--- src/rtl/reg_access_ctrl.sv ---
// reg_access_ctrl: arbitrates the 16x8 register file's write port and read
// port B between the CPU datapath and a valid/ready debug host. Debug ops
// are accepted only while the CPU is paused and no CPU write is pending.
// Optional feature macro: REGCTRL_R0_ZERO_EN (register 0 reads as constant,
// writes to it are dropped and debug writes to it report an error).
module reg_access_ctrl #(
  parameter int unsigned RF_READ_LAT = 1,
  parameter int unsigned ADDR_W      = 4,
  parameter int unsigned DATA_W      = 8
) (
  input  logic              clk,
  input  logic              rst,
  input  logic              cpu_paused,
  input  logic [ADDR_W-1:0] cpu_ra,
  input  logic [ADDR_W-1:0] cpu_rb,
  input  logic [ADDR_W-1:0] cpu_wa,
  input  logic [DATA_W-1:0] cpu_wd,
  input  logic              cpu_we,
  output logic              cpu_hold,
  input  logic              dbg_req_valid,
  output logic              dbg_req_ready,
  input  logic              dbg_req_write,
  input  logic [ADDR_W-1:0] dbg_req_addr,
  input  logic [DATA_W-1:0] dbg_req_data,
  output logic              dbg_rsp_valid,
  input  logic              dbg_rsp_ready,
  output logic [DATA_W-1:0] dbg_rsp_data,
  output logic              dbg_rsp_err,
  output logic [ADDR_W-1:0] rf_ra,
  output logic [ADDR_W-1:0] rf_rb,
  output logic [ADDR_W-1:0] rf_wa,
  output logic [DATA_W-1:0] rf_wd,
  output logic              rf_we,
  input  logic [DATA_W-1:0] rf_read_b
);

  localparam int unsigned CNT_W = (RF_READ_LAT < 1) ? 1 : $clog2(RF_READ_LAT + 1);
  localparam logic [CNT_W-1:0] LAT_LAST = CNT_W'(RF_READ_LAT);

  typedef enum logic [1:0] {
    IDLE = 2'd0,
    WR   = 2'd1,
    RD   = 2'd2,
    RSP  = 2'd3
  } state_t;

  state_t            state;
  logic [CNT_W-1:0]  lat_cnt;
  logic [ADDR_W-1:0] req_addr;
  logic [DATA_W-1:0] req_data;
  logic              req_write;
  logic              accept;
  logic              we_raw;
  logic              wa_ok;
  logic [DATA_W-1:0] wr_rsp_data;

  // Read port A is never contended
  assign rf_ra = cpu_ra;

  // A debug request is taken only in IDLE, with the CPU paused and not writing
  assign dbg_req_ready = (state == IDLE) & cpu_paused & ~cpu_we & ~rst;
  assign accept        = dbg_req_valid & dbg_req_ready;

`ifdef REGCTRL_R0_ZERO_EN
  // Register 0 is constant: drop any write aimed at it
  assign wa_ok       = (rf_wa != '0);
  assign wr_rsp_data = (req_addr == '0) ? '0 : req_data;
`else
  assign wa_ok       = 1'b1;
  assign wr_rsp_data = req_data;
  assign dbg_rsp_err = 1'b0;
`endif

  // Port steering: CPU passthrough in IDLE, latched debug request otherwise
  always_comb begin
    rf_rb  = cpu_rb;
    rf_wa  = cpu_wa;
    rf_wd  = cpu_wd;
    we_raw = cpu_we;
    if (state != IDLE) begin
      rf_rb  = req_addr;
      rf_wa  = req_addr;
      rf_wd  = req_data;
      we_raw = (state == WR);
    end
  end

  // No write may reach the register file during a reset cycle
  assign rf_we = we_raw & wa_ok & ~rst;

  // Controller FSM with registered response and hold outputs
  always_ff @(posedge clk) begin
    if (rst) begin
      state         <= IDLE;
      lat_cnt       <= '0;
      req_addr      <= '0;
      req_data      <= '0;
      req_write     <= 1'b0;
      cpu_hold      <= 1'b0;
      dbg_rsp_valid <= 1'b0;
      dbg_rsp_data  <= '0;
`ifdef REGCTRL_R0_ZERO_EN
      dbg_rsp_err   <= 1'b0;
`endif
    end else begin
      case (state)
        IDLE: begin
          if (accept) begin
            req_addr  <= dbg_req_addr;
            req_data  <= dbg_req_data;
            req_write <= dbg_req_write;
            lat_cnt   <= '0;
            cpu_hold  <= 1'b1;
            state     <= dbg_req_write ? WR : RD;
          end
        end
        WR: begin
          dbg_rsp_data  <= wr_rsp_data;
`ifdef REGCTRL_R0_ZERO_EN
          dbg_rsp_err   <= (req_addr == '0);
`endif
          dbg_rsp_valid <= 1'b1;
          state         <= RSP;
        end
        RD: begin
          if (lat_cnt == LAT_LAST) begin
            dbg_rsp_data  <= rf_read_b;
`ifdef REGCTRL_R0_ZERO_EN
            dbg_rsp_err   <= 1'b0;
`endif
            dbg_rsp_valid <= 1'b1;
            state         <= RSP;
          end else begin
            lat_cnt <= lat_cnt + CNT_W'(1);
          end
        end
        RSP: begin
          if (dbg_rsp_ready) begin
            dbg_rsp_valid <= 1'b0;
            cpu_hold      <= 1'b0;
            state         <= IDLE;
          end
        end
        default: state <= IDLE;
      endcase
    end
  end

endmodule

--- config.mk ---
export PLATFORM = sky130hd
export DESIGN_NAME = reg_access_ctrl
export DESIGN_NICKNAME = d
export VERILOG_FILES = /design/src/rtl/reg_access_ctrl.sv
export SDC_FILE = /design/constraint.sdc
export NUM_CORES = 1
export LEC_CHECK = 0
export ABC_AREA = 1
export BUFFER_PORTS_ARGS = -buffer_cell sky130_fd_sc_hd__buf_2
export CAP_MARGIN = 20
export CORE_MARGIN = 5
export CORE_UTILIZATION = 46
export CTS_CLUSTER_SIZE = 16
export DETAILED_ROUTE_END_ITERATION = 7
export HOLD_SLACK_MARGIN = 0.06
export PLACE_DENSITY = 0.84
export SYNTH_ARGS = -nofsm -noshare
export SYNTH_HDL_FRONTEND = slang
export SYNTH_SLANG_ARGS = --single-unit
export TNS_END_PERCENT = 20
--- constraint.sdc ---
create_clock -name clk -period 3.4 [get_ports clk]
set_clock_uncertainty 0.05 [all_clocks]
set_input_delay 0.34 -clock clk [delete_from_list [all_inputs] [get_ports clk]]
set_output_delay 0.34 -clock clk [all_outputs]
set_load 0.05 [all_outputs]
==> run summary <==
80 I/O pins were placed. Averaged over all synthesized cells, the footprint is 6.72 µm². When the netlist entered floorplanning its net count stood at 251.

Measured along the y axis, the die boundary spans 64.1 µm. Clock latency on the worst-skew pair, taken at its later pin, is 320 ps. The worst setup path is captured at an output pin. The setup fix buffers added after clock tree synthesis came out at 0. The tools report the number of H-tree levels as 1.

The fmax was 0.403 GHz. The logs give 0 for the number of slew-limit violations in the final report and 0 for the number of hold buffers added after cts. Placer's final routability congestion estimate: 0.792. For the worst setup path, the data required time is 3010 ps. In this run the cell area of the synthesized design comes to 0.00134 mm². Counting flops with a built-in enable in the synthesized netlist gives 0.

STA classifies the critical path startpoint as a flip-flop. Final-report setup violation count: 0. The share of the synthesized area in the top cell type is 0.372. In this run the worst path has a maximum fanout of 21. In the final routed layout, each cell accounts on average for 11.7 µm. Sorting the synthesized cells by area gives the leading types as sky130_fd_sc_hd__dfxtp_1 (37%), sky130_fd_sc_hd__nand2_1 (13%), sky130_fd_sc_hd__o21ai_0 (12%), sky130_fd_sc_hd__nor2_1 (6.4%), sky130_fd_sc_hd__a21oi_1 (6.0%). Worst min-delay path category: in2reg.

By instance count, the leading cell after synthesis is sky130_fd_sc_hd__nand2_1. The effective utilization at floorplan is 0.483, and the number of iterations in the first detailed-routing pass is 4. The post-route setup TNS is 0 ps, and the instance count of the mapped netlist is 200. The share of the yosys chip area belonging to registers came out at 0.372. The fraction of synthesis flops using an asynchronous set or reset pin was 0. The antenna diode count is 0. The run finished with clean final reports.

Actual slew at the worst max-slew pin: 577 ps. The worst slew margin relative to its limit was 0.615; the peak ir drop on the vdd network was 0.604 mV. OpenSTA, run right after detailed placement, puts the worst setup slack at 1290 ps. The tools report the total count of hold-check failures in the final report as 0. Summed over all nets, the half-perimeter wirelength after detailed placement is 2.63 mm.

The total length of routed wires came out at 3.43 mm. After layout, the worst setup slack is 921 ps. Power spread over the standard cell area amounts to 920 mW/mm². Counting flops and latches in the post-synthesis netlist gives 25. The detailed router finished its first iteration with 56 violations. The tools report the overflow left after global routing as 0. The fraction of the cycle the final worst path needs was 0.729; the via count was 1441. The critical path in this run is classified as reg2out.

The leakage dissipation was 0.855 nW; the site row count was 19. The primary flip-flop cell chosen by synthesis mapping is sky130_fd_sc_hd__dfxtp_1. The count of maximum capacitance violations was 0; the number of port buffers was 70.

Setup repair after global routing left no endpoint under its margin. The number of nets with antenna violations after routing was 0. The growth of design area from synthesis to finish came out at 24.7%. The number of buffers inserted during clock tree synthesis was 3; the data arrival time of the critical path was 2090 ps. The number of vias per cell was 4.93; the number of warnings reported in the yosys synthesis log was 0.

By count the netlist is led by sky130_fd_sc_hd__nand2_1 (46), sky130_fd_sc_hd__o21ai_0 (31), sky130_fd_sc_hd__dfxtp_1 (25), sky130_fd_sc_hd__nor2_1 (23), sky130_fd_sc_hd__inv_1 (19). After clock tree synthesis, the repair step resized 0 gates. The clock-pin slew on the worst setup and hold paths was 150 ps. The longest clock path from root to sink contains 2 buffers. The fraction of layout instances using a drive strength above 1 was 0.318; the final net count was 313. TritonCTS built the clock tree. The synthesized netlist contains 23 unique library cells.

The placeable core region came out at 0.00278 mm². The first global-routing pass estimated 5.60 mm of wire. The tree is rooted in a sky130_fd_sc_hd__clkbuf_4. The shortest period the worst path allows works out to 2480 ps. The area of placed instances is 0.00165 mm², and the final standard cell area without fillers is 0.00168 mm². Entering global routing, the biggest net connects 28 pins. The floorplan step defined a die boundary enclosing 0.00410 mm². Initial antenna violation count: 0.

The largest total area in the synthesized netlist belongs to sky130_fd_sc_hd__dfxtp_1. In this run the horizontal extent of the chip is 64.1 µm. CTS saw 25 sinks. The overall routing resource usage is 0.164. The via count of the first global-routing pass is 1330, and the number of design rule violations left after detail routing is 0.
[critical path, cell delays in order (launching register included)]
cell and delay [ps]:
sky130_fd_sc_hd__dfxtp_1 370, sky130_fd_sc_hd__inv_1 100, sky130_fd_sc_hd__ha_1 330, sky130_fd_sc_hd__buf_4 290, sky130_fd_sc_hd__inv_2 120, sky130_fd_sc_hd__nor4_1 240
sky130_fd_sc_hd__buf_2 310
[final cells by class]
cell class	count	area (µm²)
sequential	25	500
clock inverter	1	7.51
inverter	22	82.6
clock buffer	3	22.5
timing repair buffer	71	358
fill	298	1110
tap	31	38.8
multi-input combinational	139	666
[sequential cells by signal, summed over array words and instances (netlist names)]
name	count
dbg_rsp_data	8
cpu_hold	1
req_data	8
req_addr	4
dbg_rsp_valid	1
lat_cnt	1
state	2
[cell families after synthesis]
family / Yosys count / synth area share
fa+ha+maj: 4 / 0.0372
simple gates: 79 / 0.248
flops: 25 / 0.372
compound gates: 55 / 0.208
other cells: 1 / 0.00279
buf+inv: 36 / 0.132
[metal layers]
| metal | wire, µm | track usage | vias to the layer above |
|---|---|---|---|
| li1 | - | - | 752 |
| met1 | 1480 | 0.199 | 627 |
| met2 | 1610 | 0.280 | 57 |
| met3 | 280 | 0.0420 | 5 |
| met4 | 55 | 0.0571 | 0 |
| met5 | 0 | 0 | - |
[final timing paths]
check	start	end	slack, ps	depth (start not counted)
min	rst	lat_cnt$_SDFFE_PP0P_	200	2
max	state[0]$_SDFFE_PP0P_	dbg_req_ready	920	6
min reg2reg	req_addr[3]$_SDFFE_PP0P_	req_addr[3]$_SDFFE_PP0P_	420	2
max reg2reg	state[0]$_SDFFE_PP0P_	state[1]$_SDFFE_PP0P_	1260	10
[per-stage QoR]
stage                     hold slack [ps]  utilization  power (mW)  cells
after global placement                386        0.592        1.40    288
after CTS                             200        0.602        1.55    292
after global routing                  176        0.602        1.66    292
final                                 197        0.602        1.54    292
after floorplan                       359            -        1.22    200
after detailed placement              395        0.592        1.41    288
[cell usage in the layout, fill, tap and decap left out]
cell type	instances
sky130_fd_sc_hd__ha_1	4
sky130_fd_sc_hd__and2_1	1
sky130_fd_sc_hd__nand2_1	46
sky130_fd_sc_hd__nor4_1	1
sky130_fd_sc_hd__a21oi_1	16
sky130_fd_sc_hd__clkinvlp_4	1
sky130_fd_sc_hd__buf_4	1
sky130_fd_sc_hd__nor2_1	23
sky130_fd_sc_hd__o21ai_0	31
sky130_fd_sc_hd__o21ai_2	1
sky130_fd_sc_hd__nand3_4	1
sky130_fd_sc_hd__nand2_2	1
sky130_fd_sc_hd__clkbuf_4	3
sky130_fd_sc_hd__nor2_2	1
sky130_fd_sc_hd__nor2_4	1
sky130_fd_sc_hd__inv_2	3
sky130_fd_sc_hd__buf_2	70
sky130_fd_sc_hd__inv_1	19
sky130_fd_sc_hd__o21ai_1	7
sky130_fd_sc_hd__conb_1	1
sky130_fd_sc_hd__dfxtp_1	25
sky130_fd_sc_hd__nand3_1	3
sky130_fd_sc_hd__nor3_1	1
[power by group]
group / switching (mW) / total, mW / internal [mW]
Combinational: 0.772 / 1.02 / 0.244
Clock: 0.0938 / 0.139 / 0.0450
Sequential: 0.0326 / 0.387 / 0.355
(Power assumes the default switching activity.)
